--- src/rtl/moore_evt_pkg.sv ---
// Shared defaults and types for the Moore-output event recorder.
// Keep these in step with the defaults of the modules that import the package.
package moore_evt_pkg;
  localparam int TS_W_DEF  = 8;
  localparam int DEPTH_DEF = 4;
  localparam int CNT_W_DEF = 8;

  typedef logic [TS_W_DEF-1:0] ts_t;
endpackage

--- src/rtl/evt_fifo.sv ---
// Small FIFO of timestamps. Pointers carry one extra wrap bit so that full and empty can be told apart.
// DEPTH must be a power of two and at least 2.
module evt_fifo
  import moore_evt_pkg::*;
#(
  parameter int WIDTH = TS_W_DEF,
  parameter int DEPTH = DEPTH_DEF
) (
  input  logic                     CLK,
  input  logic                     RST_b,
  input  logic                     push_i,
  input  logic                     pop_i,
  input  logic                     clr_i,
  input  logic [WIDTH-1:0]         data_i,
  output logic                     full_o,
  output logic                     empty_o,
  output logic [$clog2(DEPTH):0]   level_o,
  output logic [WIDTH-1:0]         head_o
);
  localparam int AW = $clog2(DEPTH);

  logic [WIDTH-1:0] mem_q [DEPTH];
  logic [AW:0]      wr_q, wr_d;
  logic [AW:0]      rd_q, rd_d;
  logic             do_push;
  logic             do_pop;

  assign level_o = wr_q - rd_q;
  assign empty_o = (wr_q == rd_q);
  assign full_o  = (level_o == (AW+1)'(DEPTH));

  // A push into a full FIFO is only taken when the head leaves in the same cycle.
  assign do_pop  = pop_i & ~empty_o;
  assign do_push = push_i & (~full_o | do_pop);

  // Storage is not reset, so the head is masked to zero whenever nothing is stored.
  assign head_o = empty_o ? '0 : mem_q[rd_q[AW-1:0]];

  always_comb begin
    wr_d = wr_q;
    rd_d = rd_q;
    if (clr_i) begin
      wr_d = '0;
      rd_d = '0;
    end else begin
      if (do_push) wr_d = wr_q + 1'b1;
      if (do_pop)  rd_d = rd_q + 1'b1;
    end
  end

  always_ff @(posedge CLK or negedge RST_b) begin
    if (!RST_b) begin
      wr_q <= '0;
      rd_q <= '0;
    end else begin
      wr_q <= wr_d;
      rd_q <= rd_d;
    end
  end

  always_ff @(posedge CLK) begin
    if (do_push && !clr_i) mem_q[wr_q[AW-1:0]] <= data_i;
  end
endmodule

--- src/rtl/moore_event_recorder.sv ---
// Timestamps rising edges of a Moore detector output and queues them for a consumer.
// Also keeps a saturating event count and a sticky overflow flag for dropped events.
module moore_event_recorder
  import moore_evt_pkg::*;
#(
  parameter int TS_W  = TS_W_DEF,
  parameter int DEPTH = DEPTH_DEF,
  parameter int CNT_W = CNT_W_DEF
) (
  input  logic                   CLK,
  input  logic                   RST_b,
  input  logic                   y_out,
  input  logic                   clr_i,
  input  logic                   ev_ready_i,
  output logic                   ev_valid_o,
  output logic [TS_W-1:0]        ev_ts_o,
  output logic [$clog2(DEPTH):0] ev_level_o,
  output logic [CNT_W-1:0]       ev_count_o,
  output logic                   ovf_o
);
  // Handshake: an entry leaves the FIFO on every posedge where ev_valid_o and
  // ev_ready_i are both 1; ev_valid_o/ev_ts_o never depend on ev_ready_i and
  // hold steady until that transfer.

  logic [TS_W-1:0]  ts_q, ts_d;
  logic             y_prev_q;
  logic [CNT_W-1:0] cnt_q, cnt_d;
  logic             ovf_q, ovf_d;
  logic             event_w;
  logic             pop_w;
  logic             full_w;
  logic             empty_w;

  assign event_w    = y_out & ~y_prev_q;
  assign ev_valid_o = ~empty_w;
  assign pop_w      = ev_valid_o & ev_ready_i;
  assign ev_count_o = cnt_q;
  assign ovf_o      = ovf_q;
  assign ts_d       = ts_q + 1'b1;

  evt_fifo #(
    .WIDTH (TS_W),
    .DEPTH (DEPTH)
  ) u_fifo (
    .CLK     (CLK),
    .RST_b   (RST_b),
    .push_i  (event_w),
    .pop_i   (pop_w),
    .clr_i   (clr_i),
    .data_i  (ts_q),
    .full_o  (full_w),
    .empty_o (empty_w),
    .level_o (ev_level_o),
    .head_o  (ev_ts_o)
  );

  // Clear wins over a same-cycle event: nothing is counted or flagged.
  always_comb begin
    cnt_d = cnt_q;
    ovf_d = ovf_q;
    if (clr_i) begin
      cnt_d = '0;
      ovf_d = 1'b0;
    end else if (event_w) begin
      if (cnt_q != '1)       cnt_d = cnt_q + 1'b1;
      if (full_w && !pop_w)  ovf_d = 1'b1;
    end
  end

  always_ff @(posedge CLK or negedge RST_b) begin
    if (!RST_b) begin
      ts_q     <= '0;
      y_prev_q <= 1'b0;
      cnt_q    <= '0;
      ovf_q    <= 1'b0;
    end else begin
      ts_q     <= ts_d;
      y_prev_q <= y_out;
      cnt_q    <= cnt_d;
      ovf_q    <= ovf_d;
    end
  end
endmodule

--- config.mk ---
export PLATFORM = sky130hd
export DESIGN_NAME = moore_event_recorder
export DESIGN_NICKNAME = d
export VERILOG_FILES = /design/src/rtl/moore_evt_pkg.sv /design/src/rtl/evt_fifo.sv /design/src/rtl/moore_event_recorder.sv
export SDC_FILE = /design/constraint.sdc
export NUM_CORES = 1
export LEC_CHECK = 0
export BUFFER_PORTS_ARGS = -buffer_cell sky130_fd_sc_hd__buf_4
export CORE_UTILIZATION = 35
export DETAILED_ROUTE_END_ITERATION = 8
export REMOVE_ABC_BUFFERS = 1
export SLEW_MARGIN = 5
export SYNTH_ARGS = -nofsm -noshare
export SYNTH_HDL_FRONTEND = slang
export SYNTH_SLANG_ARGS = --single-unit
--- constraint.sdc ---
create_clock -name CLK -period 4.7 [get_ports CLK]
set_input_delay 0.94 -clock CLK [delete_from_list [all_inputs] [get_ports CLK]]
set_output_delay 0.94 -clock CLK [all_outputs]
set_load 0.02 [all_outputs]
==> flow_metrics.tcl, run 1 <==
set metrics [dict create \
    hold_class "in -> async" \
    cts_hold_buf 0 \
    power_frac_seq_pct 54.7 \
    max_cap_violations 0 \
    critical_path_required_ns 3.76 \
    leakage_nw 1.124 \
    core_mm2 0.006869 \
    ant_nets 0 \
    rows 30 \
    finalNetCount 221 \
    vdd_drop_max_mv 0.1103 \
    cts_setup_buffers 0 \
    p_clk_share_pct 27.2 \
    grt_pass1_wl_um 7044 \
    powerDensity_mw_per_mm2 340.4 \
    io_buffers 25 \
    finalPower_uw 988.9 \
    grt_max_degree 25 \
    fin_setup_tns_ns 0 \
    skew_ns 0.009038 \
    min_period_over_period_pct 70.81 \
    combPwrFrac_pct 18.1 \
    gp_congestion 0.8043 \
    cts-htree-levels 2 \
    synth_edf_count 32 \
    dieHeight_um 86.96 \
    ios 26 \
    worstMarginPinSlew_ns 0.7057 \
    p_sw_share_pct 27.96 \
    synth_warnings 0 \
    syn_area_mm2 0.002526 \
    clkSlewWorstSetupHoldPaths_ns 0.10 \
    cp-end-kind "output pin" \
    p_int_uw 712.4 \
    start_kind "flip-flop" \
    dieArea_mm2 0.007561 \
    cts.sinks 56 \
    netlist_instances 179 \
    ys_types 40 \
    outcome "finished, final reports clean" \
    path_class "reg -> out" \
    cts_root_buffer "clkbuf_8" \
    post-place-ws_ns 1.606 \
    fin_hold_ws_ns 0.5068 \
    cp_max_fo 11 \
    fmax_mhz 300.5 \
    grt_pass1_vias 1398 \
    antenna_cells 0 \
    synth_ff_type "edfxtp_1" \
    wl_per_cell_um 13.77 \
    clock_latency_ns 0.31 \
    reg2reg_depth 6 \
    grt_usage_pct 12.55 \
    r2r-end "u_fifo.mem_q[0][7]$_DFFE_PP_" \
    layout_common_cells "edfxtp_1 (32), buf_4 (25), dfrtp_1 (24)" \
    worstPathArrival_ns 2.39 \
    setup_ws_ns 1.372 \
    grt_overflow 0 \
    via_count 1472 \
    postSynthAreaPerCell_um2 14.11 \
    syn2layout_area_growth_pct 15.01 \
    clockBufferDepth 2 \
    fin_crit_ns 3.328 \
    cts.repair.resized 0 \
    drt-initial-drc-count 31 \
    start_util_pct 36.78 \
    cts_tree "yes" \
    drcViolationCount 0 \
    fin_area_mm2 0.002905 \
    antenna_found_initial 0 \
    drive_above_1_share_pct 20.77 \
    finalMaxSlewViolations 0 \
    yosys_register_bits 56 \
    via_per_inst 4.858 \
    routed_wl_um 4171 \
    synthArstFlopShare_pct 42.86 \
    die_x_um 86.96 \
    regToRegSetupSlack_ns 1.98 \
    final_common_cell "edfxtp_1" \
    dr.pass1.iters 4 \
    p_switching_uw 276.5 \
    finalSetupViolCount 0 \
    fillers 635 \
    hpwl_um 2907 \
    slew_headroom_pct 52.78 \
    hold_viol 0 \
    rr_startpoint "u_fifo.rd_q[0]$_DFFE_PN0P_" \
    dpl_cell_area_mm2 0.002810 \
    rsz0062_at_grt "no" \
    synth-seq-area-share_pct 61.81 \
    cts_buffers 5 \
]
-- through the flow --
| stage | cells | util, % |
|---|---|---|
| global route | 303 | 42.30 |
| floorplan | 174 | - |
| finish | 303 | 42.30 |
| detailed placement | 295 | 40.91 |
| CTS | 303 | 42.30 |
| global placement | 295 | 40.91 |
-- cells in the mapped netlist, types with 2 or more instances --
master	count	area, µm²
xor2_1	6	52.55
nor2b_1	10	62.56
dfrtp_1	24	600.6
a21oi_1	5	25.02
ha_1	9	112.6
clkbuf_1	2	7.510
or4_1	2	15.01
nand4_1	4	25.02
mux2i_1	3	30.03
edfxtp_1	32	960.9
inv_1	10	37.54
o21ai_0	3	15.01
nand2_1	6	22.52
mux4_2	8	180.2
a211oi_1	3	22.52
nor2_1	10	37.54
xnor2_1	7	61.31
nor3_1	3	15.01
nand3_1	7	35.03
and2_1	4	25.02
and3_1	2	12.51
-- cells by family (layout without fill, tap and decap cells) --
group / Yosys count / after routing / share of synthesized area [%]
AOI/OAI and AO/OA: 21 / 21 / 6.043
adders and majority gates: 10 / 10 / 5.250
buffers and inverters: 15 / 43 / 2.427
muxes: 12 / 12 / 8.767
DFF: 56 / 56 / 61.81
xor gates and xnor gates: 13 / 13 / 4.507
and+or+nand+nor: 52 / 52 / 11.19
-- power groups by stage --
stage / Clock, mW / Combinational (mW) / Sequential (mW)
global placement: 0 / 0.181 / 0.552
finish: 0.269 / 0.179 / 0.541
CTS: 0.280 / 0.183 / 0.542
global route: 0.302 / 0.198 / 0.544
floorplan: 0 / 0.116 / 0.550
detailed placement: 0 / 0.182 / 0.553
-- flip-flops by register name, summed over array words and instances (netlist names) --
register      cells
ts_q              8
ovf_o             1
ev_count_o        8
u_fifo.mem_q     32
u_fifo.rd_q       3
y_prev_q          1
u_fifo.wr_q       3
-- cell type report --
| type | count | area (µm²) | share of cell area [%] |
|---|---|---|---|
| Multi-Input combinational cell | 108 | 903.4 | 31.09 |
| Clock inverter | 3 | 26.28 | 0.9044 |
| Tap cell | 96 | 120.1 | 4.134 |
| Clock buffer | 5 | 68.82 | 2.369 |
| Sequential cell | 56 | 1562 | 53.75 |
| Timing Repair Buffer | 25 | 187.7 | 6.460 |
| Inverter | 10 | 37.54 | 1.292 |
-- worst max path at each step --
stage,from,to,slack [ns],cells past startpoint
floorplan,u_fifo.rd_q[0]$_DFFE_PN0P_,ev_level_o[2],2.05,3
global placement,u_fifo.rd_q[0]$_DFFE_PN0P_,ev_ts_o[3],1.70,5
detailed placement,u_fifo.rd_q[0]$_DFFE_PN0P_,ev_ts_o[4],1.61,5
CTS,u_fifo.rd_q[0]$_DFFE_PN0P_,ev_ts_o[4],1.26,5
global route,u_fifo.rd_q[0]$_DFFE_PN0P_,ev_ts_o[0],1.14,5
finish,u_fifo.rd_q[0]$_DFFE_PN0P_,ev_ts_o[4],1.37,5
-- critical path: stages, from the launching register on --
cell and delay [ns]:
dfrtp_1 0.62, ha_1 0.49, nand2_1 0.11, nor2_1 0.55, nor2b_1 0.13, buf_4 0.19
-- layer usage --
metal,wire length (µm),GRT usage [%],vias to the layer above
li1,-,-,713
met1,1942,16.18,723
met2,2021,20.40,30
met3,140,3.128,6
met4,67,4.848,0
met5,0,0,-
Note: power is estimated with default switching activity, not from simulation.
==> inputs of run 2 (changes only) <==
--- a/config.mk
+++ b/config.mk
@@ -5,6 +5,7 @@
 export SDC_FILE = /design/constraint.sdc
 export NUM_CORES = 1
 export LEC_CHECK = 0
+export ABC_AREA = 1
 export BUFFER_PORTS_ARGS = -buffer_cell sky130_fd_sc_hd__buf_4
 export CORE_UTILIZATION = 35
 export DETAILED_ROUTE_END_ITERATION = 8
==> constraint.sdc (replaced) <==
create_clock -name CLK -period 2.9 [get_ports CLK]
set_input_delay 0.58 -clock CLK [delete_from_list [all_inputs] [get_ports CLK]]
set_output_delay 0.58 -clock CLK [all_outputs]
set_load 0.02 [all_outputs]
==> run 2 against run 1 <==
Net effect:
- die area rose by 7.0%
- area after synthesis rose by 7.1%
- total power rose by 73%
- final cell count rose by 28%
==> flow_metrics.tcl, run 2 <==
set metrics [dict create \
    fin_crit_ns 2.586 \
    cp_max_fo 11 \
    grt_pass1_wl_um 9101 \
    ant_nets 0 \
    finalPower_mw 1.716 \
    largest_reg_flops 32 \
    grt_max_degree 25 \
    finalMaxSlewViolations 0 \
    synth_compound_area_share_pct 8.368 \
    synth_area_leaders "edfxtp_1 (36%), dfrtp_1 (22%), nor2_1 (5.7%), ha_1 (4.2%), inv_1 (3.2%)" \
    cp-end-kind "output pin" \
    cts_root_buffer "clkbuf_8" \
    vdd_drop_max_mv 0.2426 \
    dr.pass1.iters 4 \
    finalSetupViolCount 0 \
    muxShareOfSynthArea_pct 0 \
    clock_latency_ns 0.32 \
    synthXorXnorAreaFrac_pct 2.265 \
    cts_tree "yes" \
    yosysMostFrequentCell "nor2_1" \
    via_per_inst 4.609 \
    cts.sinks 56 \
    cts-htree-levels 2 \
    io_buffers 25 \
    synth-adder-area-share_pct 4.901 \
    rows 31 \
    finalNetCount 304 \
    clkSlewWorstSetupHoldPaths_ns 0.10 \
    p_clk_share_pct 26.4 \
    p_switching_uw 544.3 \
    hold_viol 0 \
    drt-initial-drc-count 45 \
    synth-seq-area-share_pct 57.70 \
    setup_ws_ns 0.3140 \
    critical_path_required_ns 2.32 \
    grt_pass1_vias 1806 \
    cts_buffers 5 \
    skew_ns 0.01150 \
    start_kind "flip-flop" \
    synth_top_family_by_area "simple AND/OR/NAND/NOR gates" \
    wl_per_cell_um 13.24 \
    syn2layout_area_growth_pct 14.61 \
    regToRegSetupSlack_ns 0.67 \
    clockBufferDepth 2 \
    leakage_nw 1.353 \
    cts_setup_buffers 0 \
    post-place-ws_ns 0.4829 \
    rsz0062_at_grt "no" \
    antenna_cells 0 \
    synth.top_cells.by_count "nor2_1 (41), edfxtp_1 (32), dfrtp_1 (24)" \
    p_int_mw 1.171 \
    yosys_register_bits 56 \
    core_mm2 0.007370 \
    hold_class "in -> async" \
    dieArea_mm2 0.008088 \
    fin_setup_tns_ns 0 \
    synth_top_area_share_pct 35.51 \
    synthArstFlopShare_pct 42.86 \
    hpwl_um 3592 \
    layout_common_cells "nor2_1 (41), buf_4 (32), edfxtp_1 (32)" \
    drcViolationCount 0 \
    die_x_um 89.94 \
    worstMarginPinSlew_ns 0.6210 \
    worstPathArrival_ns 2.01 \
    path_class "reg -> out" \
    synth_warnings 0 \
    powerDensity_mw_per_mm2 553.1 \
    power_frac_seq_pct 51.0 \
    grt_usage_pct 14.31 \
    syn_area_mm2 0.002706 \
    min_period_over_period_pct 89.17 \
    p_sw_share_pct 31.73 \
    gp_congestion 0.7050 \
    slew_headroom_pct 58.45 \
    fmax_mhz 386.7 \
    synth_ff_type "edfxtp_1" \
    start_util_pct 36.72 \
    synth_top_cell_by_area "edfxtp_1" \
    max_cap_violations 0 \
    drive_above_1_share_pct 25.52 \
    dieHeight_um 89.94 \
    via_count 1793 \
    netlist_instances 257 \
    ys_types 35 \
    combPwrFrac_pct 22.6 \
    final_common_cell "nor2_1" \
    final_util_pct 42.09 \
    antenna_found_initial 0 \
    synth_edf_count 32 \
    ios 26 \
    grt_overflow 0 \
    postSynthAreaPerCell_um2 10.53 \
    routed_wl_um 5150 \
    synth_simple_gate_area_share_pct 20.11 \
    outcome "finished, final reports clean" \
]
==> run 2: logic make-up after synthesis <==
logic type,after synthesis
simple gates,108
xor+xnor,7
fa+ha+maj,10
buf+inv,37
flops,56
compound gates,39
==> run 2: critical path: stages, from the launching register on <==
cell      delay, ns
dfrtp_2        0.52
clkinv_1       0.14
ha_1           0.31
nand2_1        0.05
inv_1          0.09
nand3_4        0.08
inv_1          0.23
a21oi_1        0.09
buf_4          0.17
==> run 2: worst paths after layout <==
path                                             from  cells past startpoint                            to
hold / removal                                  RST_b                      1             ovf_o$_DFFE_PN0P_
max in group asynchronous                       RST_b                      1    u_fifo.rd_q[1]$_DFFE_PN0P_
setup / recovery           u_fifo.rd_q[1]$_DFFE_PN0P_                      8                    ev_ts_o[5]
setup reg to reg           u_fifo.wr_q[0]$_DFFE_PN0P_                      9  u_fifo.mem_q[1][1]$_DFFE_PP_
min in group CLK                                y_out                      1            y_prev_q$_DFF_PN0_
hold reg to reg                     ovf_o$_DFFE_PN0P_                      2             ovf_o$_DFFE_PN0P_
==> run 2: through the flow <==
stage	hold WS (ns)	area [µm²]	instances
after detailed placement	0.5083	3004	381
after floorplan	0.2844	2640	250
after global routing	0.1590	3102	389
after CTS	0.1535	3100	389
after global placement	0.5049	3004	381
final	0.1425	3102	389
==> run 2: metal layers <==
| metal | GRT usage, % | routed length, µm | share of wire (%) |
|---|---|---|---|
| met1 | 19.24 | 2529 | 49 |
| met4 | 4.032 | 74 | 1.4 |
| met3 | 2.961 | 148 | 2.9 |
| met2 | 23.46 | 2398 | 47 |
| met5 | 0 | 0 | 0 |
==> run 2: timing repair <==
action	4_1_cts	5_1_grt
hold buffers	0	0
setup endpoints to repair	0	8
resized for setup	0	1
hold endpoints to repair	0	0
==> run 2: area by class of cell <==
cell class | count | area (µm²)
Clock buffer | 5 | 68.82
Sequential cell | 56 | 1563
Inverter | 30 | 113.9
Tap cell | 99 | 123.9
Fill cell | 727 | 4268
Timing Repair Buffer | 32 | 240.2
Multi-Input combinational cell | 164 | 964.7
Clock inverter | 3 | 27.53
==> run 2: power groups by stage <==
stage / Sequential [mW] / Clock, mW / Combinational (mW)
2_1_floorplan: 0.904 / 0 / 0.229
3_3_place_gp: 0.891 / 0 / 0.388
3_5_place_dp: 0.891 / 0 / 0.395
4_1_cts: 0.875 / 0.461 / 0.396
5_1_grt: 0.878 / 0.499 / 0.434
6_report: 0.875 / 0.453 / 0.388
==> inputs of run 3 (changes only) <==
--- a/config.mk
+++ b/config.mk
@@ -9,7 +9,7 @@
 export BUFFER_PORTS_ARGS = -buffer_cell sky130_fd_sc_hd__buf_4
 export CORE_UTILIZATION = 35
 export DETAILED_ROUTE_END_ITERATION = 8
-export REMOVE_ABC_BUFFERS = 1
+export SETUP_SLACK_MARGIN = 0.5
 export SLEW_MARGIN = 5
 export SYNTH_ARGS = -nofsm -noshare
 export SYNTH_HDL_FRONTEND = slang
==> run 3 against run 2 <==
Net effect:
- maximum frequency grew 11%
- global-route usage fell by 0.80 points
- register-to-register slack improved by 0.06 ns
- total power up 3.3%
- combinational power increased by 17%
- clock power fell by 2%
- final cell count up 2.1%
- die area is the same
- clock-buffer cell count unchanged
- cell area rose by 4.1%
- critical path type unchanged
- highest routed layer unchanged
==> flow_metrics.tcl, run 3 (same netlist as run 2, synthesis figures left out) <==
set metrics [dict create \
    outcome "finished, final reports clean" \
    gp_congestion 0.7608 \
    clockBufferDepth 2 \
    reg2reg_depth 10 \
    cts-htree-levels 2 \
    routed_wl_um 5179 \
    dr.pass1.iters 4 \
    crit_chain "inv_2 -> ha_4 -> nand2_2 -> inv_2 -> nand3_4 -> clkinvlp_4 -> a21oi_2 -> buf_4" \
    wl_per_cell_um 13.05 \
    powerDensity_mw_per_mm2 548.6 \
    hpwl_um 3512 \
    ios 26 \
    io_buffers 25 \
    core_mm2 0.007370 \
    worstPathArrival_ns 1.76 \
    layout_common_cells "nor2_1 (41), buf_4 (39), edfxtp_1 (32)" \
    clkSlewWorstSetupHoldPaths_ns 0.11 \
    grt_pass1_wl_um 8645 \
    finalSetupViolCount 0 \
    fin_crit_ns 2.339 \
    fmax_mhz 427.5 \
    syn_nets 272 \
    cpMaxStageDelayCell "dfrtp_1" \
    critical_path_required_ns 2.32 \
    via_count 1802 \
    regArea_mm2 0.001564 \
    largest_reg_flops 32 \
    grt_max_degree 25 \
    dieArea_mm2 0.008088 \
    worstMarginPinSlew_ns 0.5105 \
    via_per_inst 4.539 \
    antenna_cells 0 \
    min_period_over_period_pct 80.66 \
    clock_latency_ns 0.31 \
    vdd_drop_max_mv 0.1950 \
    rr_startpoint "u_fifo.rd_q[1]$_DFFE_PN0P_" \
    fin_area_mm2 0.003229 \
    drt-initial-drc-count 92 \
    dieHeight_um 89.94 \
    fillers 715 \
    cts_buffers 5 \
    hold_class "in -> async" \
    rsz0062_at_grt "yes" \
    cts_tree "yes" \
    rows 31 \
    multiInputGateArea_mm2 0.001025 \
    fin_setup_tns_ns 0 \
    dpl_cell_area_mm2 0.003004 \
    ant_nets 0 \
    grt_overflow 0 \
    crit_top_cell "inv_2" \
    syn2layout_area_growth_pct 19.33 \
    finalPower_mw 1.772 \
    drive_above_1_share_pct 33.22 \
    drcViolationCount 0 \
    finalNetCount 312 \
    final_common_cell "nor2_1" \
    finalMaxSlewViolations 0 \
    antenna_found_initial 0 \
    cp-end-kind "output pin" \
    r2r-end "u_fifo.mem_q[1][5]$_DFFE_PP_" \
    die_x_um 89.94 \
    max_cap_violations 0 \
    grt_usage_pct 13.50 \
    skew_ns 0.01431 \
    cts_root_buffer "clkbuf_8" \
    crit_path_max_incr_delay_ns 0.40 \
    leakage_nw 1.390 \
    start_util_pct 36.72 \
    grt_pass1_vias 1810 \
    hold_viol 0 \
    final_util_pct 43.82 \
    cts.sinks 56 \
    start_kind "flip-flop" \
    regToRegSetupSlack_ns 0.73 \
    path_class "reg -> out" \
    cp_max_fo 8 \
    slew_headroom_pct 65.84 \
]
## run 3: worst max path at each step
stage                          startpoint          to  depth (start not counted)
2_1_floorplan  u_fifo.rd_q[1]$_DFFE_PN0P_  ev_ts_o[0]                          8
3_3_place_gp   u_fifo.rd_q[1]$_DFFE_PN0P_  ev_ts_o[1]                          8
3_5_place_dp   u_fifo.rd_q[1]$_DFFE_PN0P_  ev_ts_o[6]                          8
4_1_cts        u_fifo.wr_q[0]$_DFFE_PN0P_  ev_ts_o[6]                          8
5_1_grt        u_fifo.wr_q[0]$_DFFE_PN0P_  ev_ts_o[5]                          8
6_report       u_fifo.wr_q[0]$_DFFE_PN0P_  ev_ts_o[6]                          8
## run 3: worst max-delay path, delay by kind of cell, from the launching register on
family	cells	cell delay, ns
and+or+nand+nor	2	0.13
AOI/OAI and AO/OA	1	0.18
adders and majority gates	1	0.22
buffers and inverters	4	0.53
DFF	1	0.40
## run 3: timing repair
| item | 4_1_cts | 5_1_grt |
|---|---|---|
| setup endpoints to repair | 9 | 9 |
| resized for setup | 7 | 15 |
| hold buffers | 0 | 0 |
| pin swaps | 0 | 4 |
| buffers inserted | 2 | 6 |
| hold endpoints to repair | 0 | 0 |
## run 3: area by class of cell
| type | instances | area share (%) |
|---|---|---|
| tap | 99 | 3.836 |
| sequential | 56 | 48.43 |
| clock inverter | 3 | 0.7749 |
| clock buffer | 5 | 2.131 |
| inverter | 30 | 3.681 |
| multi-input combinational | 164 | 31.73 |
| timing repair buffer | 40 | 9.415 |
## run 3: stage by stage
stage               instances  setup WS, ns  hold WS (ns)
floorplan                 257        0.5767        0.2844
global placement          381        0.6174        0.5035
detailed placement        381        0.5567        0.5077
CTS                       391        0.5081        0.1551
global route              397        0.4273        0.1649
finish                    397        0.5607        0.1478
## run 3: metal layers
| layer | wire (µm) | track usage, % | part of all wire [%] |
|---|---|---|---|
| met5 | 0 | 0 | 0 |
| met4 | 57 | 4.032 | 1.1 |
| met3 | 113 | 2.284 | 2.2 |
| met2 | 2516 | 23.21 | 49 |
| met1 | 2491 | 17.49 | 48 |
## run 3: power breakdown
group	internal [mW]	total [mW]	switching, mW
clock	0.177	0.445	0.268
sequential	0.855	0.873	0.0173
combinational	0.175	0.454	0.279
